File: config.mk
export PLATFORM = sky130hd
export DESIGN_NAME = axil_rd_master_flat
export DESIGN_NICKNAME = d
export VERILOG_FILES = /design/src/rtl/axil_rd_master_if.sv /design/src/rtl/axil_rd_master.sv /design/src/flat_wrapper.sv
export SDC_FILE = /design/constraint.sdc
export NUM_CORES = 1
export LEC_CHECK = 0
export ABC_AREA = 0
export BUFFER_PORTS_ARGS = -buffer_cell sky130_fd_sc_hd__buf_2
export CORE_ASPECT_RATIO = 1.25
export CORE_MARGIN = 2
export CORE_UTILIZATION = 48
export CTS_CLUSTER_SIZE = 14
export DETAILED_ROUTE_END_ITERATION = 10
export PLACE_DENSITY_LB_ADDON = 0.2
export SLEW_MARGIN = 20
export SYNTH_ARGS = -nofsm -noshare
export SYNTH_HDL_FRONTEND = slang
export SYNTH_SLANG_ARGS = --single-unit
File: constraint.sdc
create_clock -name clk -period 2.6 [get_ports clk]
set_input_delay 0.13 -clock clk [delete_from_list [all_inputs] [get_ports clk]]
set_output_delay 0.13 -clock clk [all_outputs]
set_load 0.1 [all_outputs]
File: src/rtl/axil_rd_master_if.sv
// AXI4-Lite read-address and read-data channels as seen by one initiator and one target.
interface axil_rd_master_if #(
  parameter int ADDR_W = 32,
  parameter int DATA_W = 32
);
  logic              arvalid;
  logic              arready;
  logic [ADDR_W-1:0] araddr;
  logic              rvalid;
  logic              rready;
  logic [DATA_W-1:0] rdata;
  logic [1:0]        rresp;

  modport master (
    output arvalid, araddr, rready,
    input  arready, rvalid, rdata, rresp
  );

  modport slave (
    input  arvalid, araddr, rready,
    output arready, rvalid, rdata, rresp
  );
endinterface

File: src/rtl/axil_rd_master.sv
// Single-outstanding AXI4-Lite read initiator with local alignment check and bus watchdog.
// Every output is a flop, so no input reaches an output combinationally.
module axil_rd_master #(
  parameter int ADDR_W  = 32,
  parameter int DATA_W  = 32,
  parameter int TIMEOUT = 255
) (
  input  logic              clk,
  input  logic              rst,
  input  logic              req_valid_i,
  output logic              req_ready_o,
  input  logic [ADDR_W-1:0] req_addr_i,
  output logic              resp_valid_o,
  input  logic              resp_ready_i,
  output logic [DATA_W-1:0] resp_data_o,
  output logic [1:0]        resp_err_o,
  axil_rd_master_if.master  m_axi
);

  typedef enum logic [1:0] {S_IDLE, S_AR, S_R, S_RESP} state_e;
  typedef enum logic [1:0] {
    ERR_OK       = 2'b00,
    ERR_MISALIGN = 2'b01,
    ERR_BUS      = 2'b10,
    ERR_TIMEOUT  = 2'b11
  } err_e;

  localparam logic [7:0] TIMEOUT_C = 8'(TIMEOUT);
  localparam bit         WD_EN     = (TIMEOUT != 0);

  state_e            state_q, state_d;
  logic [ADDR_W-1:0] addr_q, addr_d;
  logic [DATA_W-1:0] data_q, data_d;
  logic [1:0]        err_q, err_d;
  logic [7:0]        cnt_q, cnt_d;
  logic              req_ready_q, req_ready_d;
  logic              arvalid_q, arvalid_d;
  logic              rready_q, rready_d;
  logic              resp_valid_q, resp_valid_d;
  logic              wd_expire;

  assign wd_expire = WD_EN && (cnt_q == TIMEOUT_C);

  always_comb begin
    // NOTE: every next-state signal is defaulted to its current value first so no path infers a latch.
    state_d      = state_q;
    addr_d       = addr_q;
    data_d       = data_q;
    err_d        = err_q;
    cnt_d        = cnt_q;
    req_ready_d  = req_ready_q;
    arvalid_d    = arvalid_q;
    rready_d     = rready_q;
    resp_valid_d = resp_valid_q;

    unique case (state_q)
      S_IDLE: begin
        // req_ready_q is low only in the first cycle after reset; it comes up on the next edge.
        req_ready_d = 1'b1;
        if (req_ready_q && req_valid_i) begin
          addr_d      = req_addr_i;
          req_ready_d = 1'b0;
          if (req_addr_i[1:0] != 2'b00) begin
            state_d      = S_RESP;
            resp_valid_d = 1'b1;
            data_d       = '0;
            err_d        = ERR_MISALIGN;
          end else begin
            state_d   = S_AR;
            arvalid_d = 1'b1;
            cnt_d     = '0;
          end
        end
      end

      S_AR: begin
        cnt_d = cnt_q + 8'd1;
        if (m_axi.arready) begin
          state_d   = S_R;
          arvalid_d = 1'b0;
          rready_d  = 1'b1;
        end else if (wd_expire) begin
          state_d      = S_RESP;
          arvalid_d    = 1'b0;
          resp_valid_d = 1'b1;
          data_d       = '0;
          err_d        = ERR_TIMEOUT;
        end
      end

      S_R: begin
        cnt_d = cnt_q + 8'd1;
        if (m_axi.rvalid) begin
          state_d      = S_RESP;
          rready_d     = 1'b0;
          resp_valid_d = 1'b1;
          if (m_axi.rresp == 2'b00) begin
            data_d = m_axi.rdata;
            err_d  = ERR_OK;
          end else begin
            data_d = '0;
            err_d  = ERR_BUS;
          end
        end else if (wd_expire) begin
          state_d      = S_RESP;
          rready_d     = 1'b0;
          resp_valid_d = 1'b1;
          data_d       = '0;
          err_d        = ERR_TIMEOUT;
        end
      end

      S_RESP: begin
        if (resp_ready_i) begin
          state_d      = S_IDLE;
          resp_valid_d = 1'b0;
          req_ready_d  = 1'b1;
        end
      end

      default: state_d = S_IDLE;
    endcase
  end

  // NOTE: state is updated with non-blocking assignments so every flop samples pre-edge values.
  always_ff @(posedge clk or posedge rst) begin
    if (rst) begin
      state_q      <= S_IDLE;
      addr_q       <= '0;
      data_q       <= '0;
      err_q        <= ERR_OK;
      cnt_q        <= '0;
      req_ready_q  <= 1'b0;
      arvalid_q    <= 1'b0;
      rready_q     <= 1'b0;
      resp_valid_q <= 1'b0;
    end else begin
      state_q      <= state_d;
      addr_q       <= addr_d;
      data_q       <= data_d;
      err_q        <= err_d;
      cnt_q        <= cnt_d;
      req_ready_q  <= req_ready_d;
      arvalid_q    <= arvalid_d;
      rready_q     <= rready_d;
      resp_valid_q <= resp_valid_d;
    end
  end

  assign req_ready_o   = req_ready_q;
  assign resp_valid_o  = resp_valid_q;
  assign resp_data_o   = data_q;
  assign resp_err_o    = err_q;
  assign m_axi.arvalid = arvalid_q;
  assign m_axi.araddr  = addr_q;
  assign m_axi.rready  = rready_q;

endmodule

File: src/flat_wrapper.sv
// flat-port wrapper written by rule: the top's interface ports become plain ports
module axil_rd_master_flat 
#(
  parameter int ADDR_W  = 32,
  parameter int DATA_W  = 32,
  parameter int TIMEOUT = 255
)
  (clk, rst, req_valid_i, req_ready_o, req_addr_i, resp_valid_o, resp_ready_i, resp_data_o, resp_err_o, m_axi_arvalid, m_axi_araddr, m_axi_rready, m_axi_arready, m_axi_rvalid, m_axi_rdata, m_axi_rresp);
  axil_rd_master_if #(.ADDR_W(ADDR_W), .DATA_W(DATA_W)) m_axi_i ();
  input  logic clk;
  input  logic rst;
  input  logic req_valid_i;
  output logic req_ready_o;
  input  logic [ADDR_W-1:0] req_addr_i;
  output logic resp_valid_o;
  input  logic resp_ready_i;
  output logic [DATA_W-1:0] resp_data_o;
  output logic [1:0] resp_err_o;
  output wire logic [$bits(m_axi_i.arvalid)-1:0] m_axi_arvalid;
  output wire logic [$bits(m_axi_i.araddr)-1:0] m_axi_araddr;
  output wire logic [$bits(m_axi_i.rready)-1:0] m_axi_rready;
  input wire logic [$bits(m_axi_i.arready)-1:0] m_axi_arready;
  input wire logic [$bits(m_axi_i.rvalid)-1:0] m_axi_rvalid;
  input wire logic [$bits(m_axi_i.rdata)-1:0] m_axi_rdata;
  input wire logic [$bits(m_axi_i.rresp)-1:0] m_axi_rresp;
  assign m_axi_arvalid = m_axi_i.arvalid;
  assign m_axi_araddr = m_axi_i.araddr;
  assign m_axi_rready = m_axi_i.rready;
  assign m_axi_i.arready = m_axi_arready;
  assign m_axi_i.rvalid = m_axi_rvalid;
  assign m_axi_i.rdata = m_axi_rdata;
  assign m_axi_i.rresp = m_axi_rresp;
  axil_rd_master #(.ADDR_W(ADDR_W), .DATA_W(DATA_W), .TIMEOUT(TIMEOUT)) u_core (.clk(clk), .rst(rst), .req_valid_i(req_valid_i), .req_ready_o(req_ready_o), .req_addr_i(req_addr_i), .resp_valid_o(resp_valid_o), .resp_ready_i(resp_ready_i), .resp_data_o(resp_data_o), .resp_err_o(resp_err_o), .m_axi(m_axi_i));
endmodule
Word level (Yosys, flattened, before mapping)
Cells that the tools add are included.

Bits in writable memories: 0. Latch bits: 0. Bits in read-only memories: 0. Register bits after elaboration: 80. Logic and storage cells: 82. Input port bits: 72. Output and inout bits: 70. Memories: 0.

Add/sub/neg operators: 1. Equal/unequal tests: 12. Reduce and logical (&&, ||, !) cells: 18. Bitwise operators: 0. Shift-type cells: 0. Multiply operators: 0. $lt $le $gt $ge: 0. Div/mod/pow operators: 0. Multiplexer cells: 42.

Operators with widths (count): 32-bit two-way mux (6); 32-bit one-hot mux with 3 select lines (1); 2-bit two-way mux (12); 8-bit two-way mux (2); 8-bit one-hot mux with 2 select lines (1); 1-bit two-way mux (14); 4-bit AND reduction (3); 2-bit nonzero test (5); 8-bit by 1-bit adder with 8-bit output (second input constant) (1); 8-bit equality test (second input constant) (1); 2-bit inequality test (second input constant) (4); 2-bit one-hot mux with 4 select lines (1); 3-bit by 2-bit inequality test with 1-bit output (second input constant) (2); 1-bit one-hot mux with 2 select lines (3); 2-bit one-hot mux with 3 select lines (1); 2-bit AND reduction (3); 3-bit AND reduction (2); 2-bit equality test (second input constant) (2); 2-bit logical NOT (2); 2-bit by 1-bit inequality test with 1-bit output (second input constant) (2); 1-bit one-hot mux with 4 select lines (1); 3-bit nonzero test (1); 2-bit by 1-bit equality test with 1-bit output (second input constant) (1); 2-bit OR reduction (1); 1-bit logical AND (1).

Depth between registers and ports, before layout
Gate-level depths: netlist (run 1).

Depth after elaboration: 4. Depth in mapped cells: 8. Depth with buffers taken out: 6.

Worst setup path before layout (run 1)
No wires, ideal clock.

Path type: register -> register. From: register u_core.req_ready_q, in the netlist u_core.req_ready_o. To: register u_core.data_q[0], in the netlist u_core.resp_data_o[0]. Period minus slack after synthesis: 2.151 ns. Cell stages (with the launch flop): 7. Arrival time: 2.082 ns. Setup time: 0.069 ns. Path slack: 0.449 ns. Cell sequence: dfrtp_1 -> a21boi_2 -> a2111oi_4 -> and4_1 -> buf_6 -> buf_12 -> a22o_1.

Word-level cells in the longest chain between the ends: 3.

Ends and longest elaborated chain: start, declared (line axil_rd_master.sv:36) `logic req_ready_q, req_ready_d;`; start signal, assigned (line axil_rd_master.sv:143) `req_ready_q <= req_ready_d;`; 1-bit logical AND (line axil_rd_master.sv:60) `if (req_ready_q && req_valid_i) begin`; 2-bit by 1-bit inequality test with 1-bit output (no source line); 4-bit AND reduction (no source line); end signal, assigned (line axil_rd_master.sv:140) `data_q <= data_d;`; end, declared (line axil_rd_master.sv:33) `logic [DATA_W-1:0] data_q, data_d;`.

Every way passes these cells. A chain may end at the register's enable or synchronous reset.

Final worst setup path (run 1)
From: register u_core.state_q[0]. To: register u_core.data_q[21], in the netlist u_core.resp_data_o[21].

Word-level cells in the longest chain between the ends: 3. Elaborated cells between the ends (all ways): 9. Classes of those cells: 5 x eq/ne; 1 x mux; 3 x reduce/logical.

Ends and longest elaborated chain: start, declared (line axil_rd_master.sv:31) `state_e state_q, state_d;`; start signal, assigned (line axil_rd_master.sv:138) `state_q <= state_d;`; 2-bit by 1-bit equality test with 1-bit output (tied with other cells) (line axil_rd_master.sv:56) `unique case (state_q)`; 2-bit inequality test (no source line) (tied with other cells); 4-bit AND reduction (no source line).

Several ways; a longest one is shown, not always the timed one.

==> metrics, run 1 <==
worst path required time 2.88 ns; DRT iter0 DRCs 68; total CTS buffers 9; Starting Density 49.03%; GPL Wtd Cong 0.8455; Port Buffers 141; postcts setup bufs 0; ys flop type dfrtp_1; number of library cell types mapped by synthesis 43; Die Ht 97.52 um; Worst Min Path Start m_axi_rdata[18]; CP max-delay cell a2111oi_4; fill count 549; Cell Rows 34; RSZ-0062 raised after global routing false; Clk Tree Root Cell clkbuf_8; Die X 78.82 um; Setup TNS Final 0 ns; slew margin rel. 62.13%; async set-reset flop share out of synthesis 100.0%; HPWL after DPL 5478 um; final core occ 65.22%; critical path launch point type flip-flop; Synth area leader dfrtp_1; status complete, no violations; yosys warns 0; worst-path maximum fanout 32; crit-path max cell delay 0.44 ns; final period utilization 87.05%; Post-CTS Resized 0; Setup CP Type reg -> reg; top post-synthesis cells by area dfrtp_1, mux2_2, a22o_1, ha_1, a21oi_1; Setup Skew 0.01150 ns; clk buf depth 2; Pre-antenna DRT Iters 4; Die Area 7686 um^2; final layout net count 484; clk slew on worst S/H paths 0.08 ns; DR vias 2627; family with the most delay on the worst path compound AO/OA/AOI/OAI gates; Slew Limit Fails 0; vias in the first global route 2672; Yosys top cell area share 59.61%; register area share after synthesis 59.61%; FF-to-FF path depth 7; GRT Residual Overflow 0; Final setup viols 0; Worst-Margin Slew 0.5628 ns; Synth top cells by count dfrtp_1, a22o_1, mux2_2; Place WS 0.3547 ns; Synth Instances 248; Critical Path Sink Type flip-flop; vias per inst 5.254; ant diodes 0; RR Startpoint u_core.state_q[0]; Critical path buffers and inverters 2; cts-stage hold buffer count 12; Hold Fails Final Rpt 0; WHS Path Cells 2; setup slack, reg-to-reg 0.34 ns; final worst slack 0.3367 ns; clock latency on the worst-skew pair 0.35 ns; critical-path cell list inv_1 > ha_1 > nor3b_2 > a2111oi_4 > and4_1 > buf_12 > a22o_1; r2r endpoint u_core.resp_data_o[21]; first-pass GRT wire length 12880 um; synth-to-layout area growth 33.01%; Detail Route Antenna Nets 0; top-count cell post-synth dfrtp_1; Max-cap violations 0; Seq cells post-synth 80; total track usage 21.40%; I/O Pins 142; Post-synth EDFFs 0; CORE AREA 6849 um^2; Post-Syn Area 3358 um^2; largest net degree at the start of global routing 69; routed wire length 7867 um; TritonCTS sink count 80; drt drc 0; synthesized area per cell 13.54 um^2; share of post-route cells with drive strength above 1 48.29%; Worst setup startpoint u_core.state_q[0]; initial antenna violation count 0; TritonCTS clock tree built; fmax 441.8 MHz; crit path time final 2.263 ns; H-tree Lvls 3; syn_nets 326; Hold Path Class in -> reg; wire per inst 15.73 um; Worst Path Arrival 2.54 ns; Min-Delay Endpoint u_core.resp_data_o[18]
[layer usage]
layer | GRT usage [%] | routed length, um | vias to the layer above
met4 | 9.682 | 206 | 0
met1 | 27.53 | 3253 | 1257
li1 | - | - | 1243
met3 | 5.112 | 522 | 18
met5 | 0 | 0 | -
met2 | 34.25 | 3884 | 109
[layout by cell type (no fill, tap or decap), types with 2 or more instances in the layout]
| cell type | instances |
|---|---|
| o22ai_1 | 2 |
| clkbuf_8 | 10 |
| dfrtp_1 | 80 |
| nor3_1 | 3 |
| inv_1 | 5 |
| a21oi_1 | 12 |
| buf_2 | 141 |
| or4_1 | 3 |
| ha_1 | 6 |
| nand3b_1 | 3 |
| nand2_1 | 8 |
| nor2b_1 | 2 |
| nand3_1 | 7 |
| mux2_2 | 32 |
| clkinv_2 | 3 |
| o31ai_1 | 4 |
| o21ai_0 | 6 |
| clkinv_4 | 2 |
| a22o_1 | 32 |
| buf_4 | 3 |
| nor2_1 | 5 |
| buf_12 | 2 |
| dlygate4sd3_1 | 15 |
[worst max path at each step]
stage,end,cells after the start
floorplan,u_core.cnt_q[0],1
global placement,u_core.resp_data_o[30],7
detailed placement,u_core.resp_data_o[21],7
CTS,u_core.resp_data_o[21],7
global route,u_core.resp_data_o[8],7
finish,u_core.resp_data_o[21],7
[cell families after synthesis]
kind of cell,Yosys count,share of synthesized area (%)
compound gates,71,16.54
fa+ha+maj,6,2.235
buf+inv,20,4.210
flops,80,59.61
mux,32,10.73
simple gates,39,6.669
[layout make-up]
| cell class | count | area, um^2 | share of cell area, % |
|---|---|---|---|
| inverter | 6 | 23.77 | 0.5322 |
| clock inverter | 5 | 57.56 | 1.289 |
| timing repair buffer | 161 | 918.4 | 20.56 |
| sequential | 80 | 2002 | 44.82 |
| multi-input combinational | 148 | 1215 | 27.20 |
| tap | 90 | 112.6 | 2.521 |
| clock buffer | 10 | 137.6 | 3.081 |
[worst reg2reg max path: stages, from the launching register on]
cell,delay (ns)
dfrtp_1,0.41
inv_1,0.10
ha_1,0.33
nor3b_2,0.24
a2111oi_4,0.44
and4_1,0.33
buf_12,0.19
a22o_1,0.17
[state kept, by name (all words and copies together), names as in the netlist]
name	cells
u_core.resp_valid_o	1
u_core.req_ready_o	1
u_core.m_axi.rready	1
u_core.m_axi.arvalid	1
u_core.cnt_q	8
u_core.resp_data_o	32
u_core.state_q	2
u_core.m_axi.araddr	32
u_core.resp_err_o	2
[stage by stage]
| stage | hold WS, ns | cells | area (um^2) |
|---|---|---|---|
| after floorplan | 0.2625 | 248 | 3358 |
| after global placement | 0.05952 | 470 | 4121 |
| after detailed placement | 0.06481 | 470 | 4121 |
| after CTS | 0.0004743 | 497 | 4437 |
| after global routing | 0.0003110 | 500 | 4467 |
| final | 0.009406 | 500 | 4467 |
Power of run 1 is not shown: default switching activity piles up to over one toggle a cycle in this logic, so the estimate is an artifact.
==> run 2: changes to the inputs <==
- MAX_ROUTING_LAYER: default -> met4
==> metrics, run 2 (synthesis results as in run 1) <==
H-tree Lvls 3; family with the most delay on the worst path compound AO/OA/AOI/OAI gates; DRT iter0 DRCs 84; status complete, no violations; final period utilization 86.89%; critical-path cell list inv_1 > ha_1 > nor3b_2 > a2111oi_4 > and4_1 > buf_12 > a22o_1; most common cell after layout, fill and taps aside buf_2; Port Buffers 141; Cell Rows 34; synth-to-layout area growth 33.01%; register area 2002 um^2; Pre-antenna DRT Iters 4; Hold Path Class in -> reg; drt drc 0; DR vias 2640; fmax 442.7 MHz; Die X 78.82 um; Post-CTS Resized 0; worst path required time 2.88 ns; slew margin rel. 61.85%; Starting Density 49.03%; area of the multi-input gates 1215 um^2; Placed Cells 470; vias in the first global route 2671; GRT Residual Overflow 0; Setup CP Type reg -> reg; Detail Route Antenna Nets 0; TritonCTS sink count 80; CORE AREA 6849 um^2; clock latency on the worst-skew pair 0.34 ns; share of post-route cells with drive strength above 1 48.29%; largest net degree at the start of global routing 69; TritonCTS clock tree built; Clk Tree Root Cell clkbuf_8; Die Ht 97.52 um; Worst-Margin Slew 0.5671 ns; clk slew on worst S/H paths 0.08 ns; Setup TNS Final 0 ns; routed wire length 7900 um; wire per inst 15.80 um; initial antenna violation count 0; Design Area, Final 4467 um^2; fill count 549; total track usage 22.02%; final cell count without fillers 500; Critical path buffers and inverters 2; critical path launch point type flip-flop; Final setup viols 0; crit-path max cell delay 0.43 ns; I/O Pins 142; GPL Wtd Cong 0.8588; worst-path maximum fanout 32; RSZ-0062 raised after global routing false; first-pass GRT wire length 12880 um; vias per inst 5.280; clk buf depth 2; WHS 0.01174 ns; Setup Skew 0.01060 ns; dpl cell area 4121 um^2; crit path time final 2.259 ns; final layout net count 484; Worst Path Arrival 2.54 ns; Slew Limit Fails 0; total CTS buffers 9; most frequent cells in the layout buf_2, dfrtp_1, mux2_2, a22o_1, dlygate4sd3_1; ant diodes 0; CP max-delay cell a2111oi_4; Critical Path Sink Type flip-flop; HPWL after DPL 5478 um; Die Area 7686 um^2; Hold Fails Final Rpt 0; Max-cap violations 0
## run 2: cell counts in the layout (fill, tap and decap cells not counted)
Identical to the previous run, type by type.
## run 2: layout make-up
cell class	instances	area share, %
clock inverter	5	1.289
sequential	80	44.82
tap	90	2.521
multi-input combinational	148	27.20
clock buffer	10	3.081
inverter	6	0.5322
timing repair buffer	161	20.56
## run 2: path summary, 6_finish.rpt
path / cells after the start / to / start / slack, ns
worst min register to register: 1 / u_core.m_axi.araddr[10] / u_core.m_axi.araddr[10] / 0.50
worst max-delay path: 7 / u_core.resp_data_o[21] / u_core.state_q[0] / 0.34
min in group asynchronous: 3 / u_core.resp_data_o[22] / rst / 0.25
worst max register to register: 7 / u_core.resp_data_o[21] / u_core.state_q[0] / 0.34
max in group asynchronous: 4 / u_core.resp_data_o[8] / rst / 1.72
worst min-delay path: 2 / u_core.resp_data_o[18] / m_axi_rdata[18] / 0.01
## run 2: worst register-to-register path, delay by kind of cell, from the launching register on
| kind | cells | cell delay [ns] |
|---|---|---|
| compound gates | 2 | 0.60 |
| simple gates | 2 | 0.57 |
| flops | 1 | 0.41 |
| fa+ha+maj | 1 | 0.33 |
| buf+inv | 2 | 0.30 |
## run 2: routing by layer
metal | share of wire [%] | global-route usage [%]
met2 | 49 | 34.12
met3 | 5.9 | 4.461
met5 | 0 | -
met1 | 43 | 28.16
met4 | 2.4 | 9.682
## run 2: per-stage QoR
stage / utilization [%] / setup slack, ns
after floorplan: - / 0.4183
after global placement: 60.18 / 0.4768
after detailed placement: 60.18 / 0.3547
after CTS: 64.78 / 0.3372
after global routing: 65.22 / 0.1223
final: 65.22 / 0.3409
## run 2: what timing repair did
| item | 4_1_cts | 5_1_grt |
|---|---|---|
| buffers inserted | 0 | 0 |
| endpoints found under the hold margin | 23 | 3 |
| hold buffers | 12 | 3 |
Power of run 2 is left out for the same reason.
